==> config.mk <==
export PLATFORM = sky130hd
export DESIGN_NAME = fetch_queue_unit
export DESIGN_NICKNAME = d
export VERILOG_FILES = /design/src/rtl/fetch_queue_unit.sv
export SDC_FILE = /design/constraint.sdc
export NUM_CORES = 1
export LEC_CHECK = 0
export ABC_AREA = 0
export CAP_MARGIN = 30
export CORE_MARGIN = 2
export CORE_UTILIZATION = 34
export CTS_CLUSTER_DIAMETER = 120
export DETAILED_ROUTE_END_ITERATION = 8
export GPL_ROUTABILITY_DRIVEN = 0
export HOLD_SLACK_MARGIN = 0.06
export PLACE_DENSITY_LB_ADDON = 0.12
export SLEW_MARGIN = 20
export SYNTH_ARGS = -nofsm -noshare
export SYNTH_HDL_FRONTEND = slang
export SYNTH_SLANG_ARGS = --single-unit
==> constraint.sdc <==
create_clock -name clk -period 6.1 [get_ports clk]
set_clock_uncertainty 0.15 [all_clocks]
set_input_delay 1.83 -clock clk [delete_from_list [all_inputs] [get_ports clk]]
set_output_delay 1.83 -clock clk [all_outputs]
set_load 0.05 [all_outputs]
==> src/rtl/fetch_queue_unit.sv <==
// Fetch front end: sequential imem requests, PC-tagged in-order queue to
// decode, redirect flush with stale-response draining.
module fetch_queue_unit #(
    parameter int               WIDTH    = 32,
    parameter int               QDEPTH   = 4,
    parameter logic [WIDTH-1:0] RESET_PC = '0
) (
    input  logic             clk,
    input  logic             rst,
    output logic             imem_req_valid,
    input  logic             imem_req_ready,
    output logic [WIDTH-1:0] imem_req_addr,
    input  logic             imem_resp_valid,
    input  logic [WIDTH-1:0] imem_resp_data,
    input  logic             redirect_valid,
    input  logic [WIDTH-1:0] redirect_pc,
    output logic             id_valid,
    input  logic             id_ready,
    output logic [WIDTH-1:0] id_instr,
    output logic [WIDTH-1:0] id_pc,
    output logic [WIDTH-1:0] id_pc_plus4
);

    localparam int PW = $clog2(QDEPTH);
    localparam int CW = PW + 1;
    localparam logic [CW:0]   QD_OCC  = (CW+1)'(QDEPTH);
    localparam logic [CW-1:0] QD_FULL = CW'(QDEPTH);

    typedef enum logic [1:0] {BOOT, RUN, DRAIN} state_t;

    state_t           state, state_nx;
    logic [WIDTH-1:0] fetch_pc, fetch_nx;
    logic [WIDTH-1:0] q_instr [QDEPTH];
    logic [WIDTH-1:0] q_pc    [QDEPTH];
    logic [WIDTH-1:0] a_fifo  [QDEPTH];
    logic [PW-1:0]    head, tail, a_wr, a_rd, head_nx;
    logic [CW-1:0]    count, inflight, stale;
    logic [CW-1:0]    count_nx, inflight_nx, stale_nx;
    logic [CW:0]      occ_nx;
    logic             req_fire, pop, push, fresh;
    logic [WIDTH-1:0] resp_pc, nx_instr, nx_pc;

    assign imem_req_addr = fetch_pc;
    assign resp_pc       = a_fifo[a_rd];
    assign occ_nx        = {1'b0, count_nx} + {1'b0, inflight_nx};

    always_comb begin
        req_fire    = imem_req_valid & imem_req_ready;
        pop         = id_valid & id_ready;
        // a response landing in a redirect cycle is from the old stream
        push        = imem_resp_valid & (stale == '0) & ~redirect_valid;
        inflight_nx = inflight + CW'(req_fire) - CW'(imem_resp_valid);
        count_nx    = count + CW'(push) - CW'(pop);
        head_nx     = head + PW'(pop);
        stale_nx    = stale;
        fetch_nx    = fetch_pc + (req_fire ? WIDTH'(4) : '0);
        state_nx    = state;
        if (imem_resp_valid && stale != '0)
            stale_nx = stale - 1'b1;
        if (redirect_valid) begin
            count_nx = '0;
            head_nx  = '0;
            stale_nx = inflight_nx;
            fetch_nx = redirect_pc & ~WIDTH'(3);
        end
        if (state == BOOT)
            state_nx = RUN;
        else if (redirect_valid)
            state_nx = (inflight_nx != '0) ? DRAIN : RUN;
        else if (state == DRAIN && stale_nx == '0)
            state_nx = RUN;
        // head after this edge is the incoming response when nothing older remains
        fresh    = (count == CW'(pop));
        nx_instr = fresh ? imem_resp_data : q_instr[head_nx];
        nx_pc    = fresh ? resp_pc : q_pc[head_nx];
    end

    always_ff @(posedge clk) begin
        if (push) begin
            q_instr[tail] <= imem_resp_data;
            q_pc[tail]    <= resp_pc;
        end
        if (req_fire)
            a_fifo[a_wr] <= fetch_pc;
    end

    always_ff @(posedge clk or negedge rst) begin
        if (!rst) begin
            state          <= BOOT;
            fetch_pc       <= RESET_PC;
            head           <= '0;
            tail           <= '0;
            a_wr           <= '0;
            a_rd           <= '0;
            count          <= '0;
            inflight       <= '0;
            stale          <= '0;
            imem_req_valid <= 1'b0;
            id_valid       <= 1'b0;
            id_instr       <= '0;
            id_pc          <= '0;
            id_pc_plus4    <= '0;
        end else begin
            state          <= state_nx;
            fetch_pc       <= fetch_nx;
            head           <= head_nx;
            tail           <= redirect_valid ? '0 : tail + PW'(push);
            a_wr           <= a_wr + PW'(req_fire);
            a_rd           <= a_rd + PW'(imem_resp_valid);
            count          <= count_nx;
            inflight       <= inflight_nx;
            stale          <= stale_nx;
            imem_req_valid <= (state_nx == RUN) && (occ_nx < QD_OCC);
            id_valid       <= (count_nx != '0);
            if (count_nx != '0) begin
                id_instr    <= nx_instr;
                id_pc       <= nx_pc;
                id_pc_plus4 <= nx_pc + WIDTH'(4);
            end
        end
    end

`ifndef SYNTHESIS
    a_no_overflow: assert property (@(posedge clk) disable iff (!rst)
        !(imem_resp_valid && count == QD_FULL));
`endif

endmodule

* After elaboration in Yosys (flattened, before gate mapping)
Memories as Yosys holds them, arrays and structs flattened.
Cells that the tools add are included.
** Storage, ports and cells
- Flip-flop bits (word level) :: 149
- Memory bits (writable) :: 384
- Input port bits :: 70
- Word-level logic and storage cells :: 64
- Memories :: 3
** Cells by class
- $add $sub $neg :: 12
- Magnitude comparators :: 1
- Eq/ne operators :: 3
- Muxes and demuxes :: 17
- Bitwise logic cells :: 5
- Reduce and logical (&&, ||, !) cells :: 9
** Memory list
- a_fifo :: depth 4, bits a word 32, read ports 1, clocked after Yosys merged registers in 0, write ports 1, RTL line 35 : logic [WIDTH-1:0] a_fifo [QDEPTH];
- q_instr :: depth 4, bits a word 32, read ports 1, clocked after Yosys merged registers in 0, write ports 1, RTL line 33 : logic [WIDTH-1:0] q_instr [QDEPTH];
- q_pc :: depth 4, bits a word 32, read ports 1, clocked after Yosys merged registers in 0, write ports 1, RTL line 34 : logic [WIDTH-1:0] q_pc [QDEPTH];
** Operator list (number)
- 32-bit 2-to-1 mux :: 3
- 32-bit by 3-bit adder with 32-bit output :: 1
- 32-bit by 3-bit adder with 32-bit output, second input constant :: 1
- 2-bit 2-to-1 mux :: 6
- 3-bit 2-to-1 mux :: 4
- 3-bit nonzero test :: 3
- 2-bit by 1-bit adder with 2-bit output :: 4
- 3-bit by 1-bit adder with 3-bit output :: 2
- 3-bit zero test :: 2
- 3-bit by 1-bit subtractor with 3-bit output :: 2
- 3-bit by 3-bit adder with 4-bit output :: 1
- 1-bit AND :: 4
- 4-bit by 3-bit less-than comparator with 1-bit output, second input constant :: 1
- 1-bit 2-to-1 mux :: 4
- 3-bit by 1-bit equality test with 1-bit output :: 1
- 1-bit logical AND :: 3
- 3-bit by 1-bit subtractor with 3-bit output, second input constant :: 1
- 2-bit by 1-bit equality test with 1-bit output, second input constant :: 1
- 2-bit equality test, second input constant :: 1
- 2-bit zero test :: 1
- 1-bit inverter :: 1

* Logic depth before layout (Yosys ltp)
- Depth in word-level cells :: 11
- Gate-level depth with buffers :: 17
- Gate-level depth less buffers :: 14

* Worst setup path after synthesis
Ideal clock, no wire load.
- Kind :: input to register
- Start point :: input port redirect_valid
- End point :: memory q_instr[1][0], enable pin
- Setup time :: 0.571 ns
- Arrival time :: 7.016 ns
- Data required time :: 5.379 ns
- Setup slack :: -1.638 ns
- Stages :: 5
- Cell sequence :: buf_2 inv_2 buf_2 nand4_1 nor3b_1
** Between the ends
- Cells in the longest elaborated chain, start to end :: 4
** Ends and longest elaborated chain
- start: declaration :: RTL line 15 : input logic redirect_valid,
- 1-bit inverter :: RTL line 51 : push = imem_resp_valid & (stale == '0) & ~redirect_valid;
- 1-bit AND :: RTL line 51
- 1-bit 2-to-1 mux :: RTL line 79 : if (push) begin
- 1-bit 2-to-1 mux (not written as such) :: RTL line 80 : q_instr[tail] <= imem_resp_data;
- end: declaration :: RTL line 33
No other way between the ends.

* Final worst setup path
- Start point :: input port id_ready
- End point :: register id_pc_plus4[22]
** Between the ends
- Cells in the longest elaborated chain, start to end :: 6
- Elaborated cells on any way between the ends :: 10
- Classes of those cells :: 3 x add/sub; 1 x eq/ne; 3 x mux; 1 x bitwise; 1 x reduce/logical; 1 x memory
** Ends and longest elaborated chain
- start: declaration :: RTL line 18 : input logic id_ready,
- 1-bit AND :: RTL line 49 : pop = id_valid & id_ready;
- 2-bit by 1-bit adder with 2-bit output :: RTL line 54 : head_nx = head + PW'(pop);
- 2-bit 2-to-1 mux :: RTL line 60 : if (redirect_valid) begin
- via head_nx[0] :: RTL line 36 : logic [PW-1:0] head, tail, a_wr, a_rd, head_nx;
- memory read 4 x 32 bit
- 32-bit 2-to-1 mux :: RTL line 75 : nx_pc = fresh ? resp_pc : q_pc[head_nx];
- via nx_pc[2] :: RTL line 41 : logic [WIDTH-1:0] resp_pc, nx_instr, nx_pc;
- 32-bit by 3-bit adder with 32-bit output :: RTL line 118 : id_pc_plus4 <= nx_pc + WIDTH'(4);
- end signal: assignment :: RTL line 118
- end: declaration :: RTL line 21 : output logic [WIDTH-1:0] id_pc_plus4
The timed path passes the listed nets, and every way through them passes these cells.
A chain may end at the register's enable or synchronous reset.

==> run_results.csv <==
group,metric,value,unit
pwr,p_seq_share,33.9,%
routing,ant_nets,0,
final_layout,syn2layout_area_growth,24.1,%
setup_path,crit_fanout,16,
pwr,power.switching,0.00566,W
routing,first_iter_violations,743,
final_layout,stdcell_count,2552,
clocking,htree_levels,2,
sta,final-hold-violation-count,0,
clocking,numCtsBuffers,56,
sta,period_minus_slack,5.14,ns
routing,routedWlPerCell,20.7,µm
floorplan,core_area,0.0616,mm²
clocking,clock_sinks,511,
worst_hold_path,min_path_cells,2,
placement,place_inst,2447,
clocking,cts_tree,"built",
synth,syn-instance-count,1417,
run,drv_cap,0,
worst_hold_path,hp-start,"id_pc_plus4[31]",
setup_path,reg2reg_to,"id_pc_plus4[22]",
synth,ys_ff_latch,511,
setup_path,cp.required,6.42,ns
synth,synthFlopType,"edfxtp_1",
routing,vias_per_cell,4.89,
pwr,combPwrFrac,42.8,%
sta,slew_violations,0,
floorplan,die-width,253,µm
placement,dp_hpwl,32600,µm
synth,synth_seq_area_share,69.3,%
synth,synth_most_common_cell,"edfxtp_1",
worst_hold_path,min_path_type,"register to register",
sta,tns,0,ns
sta,relSlewSlack,43.4,%
setup_path,start_kind,"input pin",
setup_path,worstPathArrival,5.46,ns
pwr,swShare,40.0,%
global_route,gr-total-overflow,0,
synth,syn_area_per_cell,14.9,µm²
setup_path,rr_worst_depth,14,
synth,synth-edff-count,368,
sta,rsz0062_at_grt,"no",
global_route,grt_pass1_vias,12800,
clocking,clk_pin_slew,0.06,ns
final_layout,layout.nets,1755,
synth,synth_top_area_cell,"edfxtp_1",
floorplan,fp-row-count,91,
synth,syn-cell-area,0.0211,mm²
sta,period_share,84.2,%
synth,synthTopCellsByCount,"edfxtp_1 (368), nor2_1 (155), dfrtp_1 (143)",
setup_path,r2r_start,"id_valid",
global_route,grt_max_degree,79,
setup_path,crit_type,"input pin to register",
clocking,post_cts_buffers,0,
clocking,insertion_delay,0.63,ns
synth,synth.area.top_cells,"edfxtp_1 (52%), dfrtp_1 (17%), mux4_2 (6.8%)",
setup_path,r2r_setup_slack,2.09,ns
worst_hold_path,worstHoldEndpoint,"id_pc_plus4[31]",
floorplan,ios,200,
floorplan,die_h,253,µm
clocking,cts-root-buf,"clkbuf_16",
final_layout,final_util,42.5,%
final_layout,diodes,0,
routing,route.vias.total,12500,
clocking,cts_buffer_depth,3,
clocking,ctsHoldBuffers,0,
synth,yosysTopAreaCellShare,52.3,%
final_layout,drive_gt1_share,16.6,%
status,status,"finished clean",
sta,tightest_slew,0.849,ns
pwr,ir_drop,230,µV
synth,ys_warn_count,0,
global_route,grt_util_all_layers,16.6,%
final_layout,fillCellCount,5650,
floorplan,start_util,34.3,%
routing,finalWirelength,52800,µm
floorplan,die-area,0.0641,mm²
pwr,pwr-share-clk,23.3,%
setup_path,worstSetupEndpointType,"register",
pwr,leakage,9.20,nW
sta,setup_viol,0,
synth,synth-async-reset-ratio,28.0,%
pwr,power.density,540,mW/mm²
global_route,grt_pass1_wl,80300,µm
global_route,antenna_found_initial,0,
routing,route.detailed.drc,0,
clocking,cts_resized,0,
pwr,intPower,0.00849,W
sta,fmax,0.195,GHz
placement,numPortBuffers,191,
synth,synth.distinct_cells,64,
routing,drt_pass1_iterations,5,
power groups by stage:
stage          logic (W)  registers [W]  clock network, W
2_1_floorplan    0.00287        0.00585                 0
3_3_place_gp     0.00608        0.00487                 0
3_5_place_dp     0.00614        0.00488                 0
4_1_cts          0.00615        0.00482           0.00340
5_1_grt          0.00658        0.00487           0.00353
6_report         0.00606        0.00479           0.00329
how the worst max path moves through the flow:
stage,start,endpoint,slack [ns],cells past startpoint
finish,id_ready,id_pc_plus4[22],0.96,15
global route,id_ready,id_pc_plus4[22],0.74,15
CTS,id_ready,id_pc_plus4[22],0.92,15
detailed placement,id_ready,id_pc_plus4[22],0.28,15
global placement,id_ready,id_pc_plus4[22],0.26,15
floorplan,redirect_valid,q_instr[2][0],0.20,7
final cells by class:
class                      instances  area [µm²]  share of cell area (%)
clock buffer                      78        1550                    5.93
clock inverter                    27         233                   0.888
inverter                          21        81.3                   0.310
multi-input combinational        802        6040                    23.0
sequential                       511       14600                    55.8
tap                              837        1050                    4.00
timing repair buffer             276        2620                    10.0
sequential cells by signal, summed over array words and instances (netlist names):
register        flops
head                2
a_wr                2
a_fifo            120
inflight            3
imem_req_valid      1
id_pc_plus4        30
q_pc              120
a_rd                2
q_instr           128
tail                2
imem_req_addr      30
stale               3
id_pc              30
id_valid            1
count               3
state               2
id_instr           32
through the flow:
stage	power (W)	instance area, µm²	hold slack (ns)	setup slack, ns
floorplan	0.00872	21100	0.338	0.204
global placement	0.0109	24400	0.312	0.260
detailed placement	0.0110	24400	0.325	0.282
CTS	0.0144	26200	0.339	0.922
global route	0.0150	26200	0.368	0.742
finish	0.0141	26200	0.340	0.963
cell usage in the layout (no fill, tap or decap), drive strengths merged, types with 3 or more instances in the layout:
master,instances
and3,13
or2,4
nand4,21
nand3,16
a211oi,4
clkinv,21
clkbuf,78
mux4,64
conb,6
clkdlybuf4s50,189
xor2,44
edfxtp,368
a21oi,32
o31ai,25
o21a,3
o211ai,23
a2111oi,22
nor2,155
or3,3
nand2,139
and2,12
buf,87
nor3b,7
dfrtp,143
xnor2,21
bufinv,3
nor3,9
a31oi,33
and3b,22
inv,23
a221oi,21
o21ai,35
mux2,7
nor2b,20
mux2i,3
ha,15
routing by layer:
metal / wire length (µm) / GRT usage, % / part of all wire [%] / up-vias
met5: 0 / 0 / 0 / -
met4: 830 / 3.72 / 1.6 / 0
met3: 2150 / 2.75 / 4.1 / 64
met2: 25700 / 27.5 / 49 / 259
met1: 24100 / 22.8 / 46 / 6315
li1: - / - / - / 5848
worst max-delay path, cell delays in order:
cell and delay (ns):
clkdlybuf4s50_1 0.46, and2_1 0.20, ha_1 0.47, nand2b_4 0.31
clkinv_1 0.36, and3_1 0.26, o31a_1 0.35, inv_1 0.08
ha_1 0.18, inv_1 0.10, nor4b_4 0.29, buf_4 0.18
nand4_1 0.10, xor2_1 0.19, a21oi_1 0.09
cells by family after synthesis:
logic type	after synthesis	synth area share, %
multiplexers	74	7.34
AO/OA/AOI/OAI	209	7.29
AND/OR/NAND/NOR	431	9.68
flip-flops	511	69.3
buffers and inverters	109	2.55
XOR/XNOR	65	2.77
adder cells (fa/ha/maj)	17	1.08
other	1	0.0178
Power figures use the tool's default switching activity.
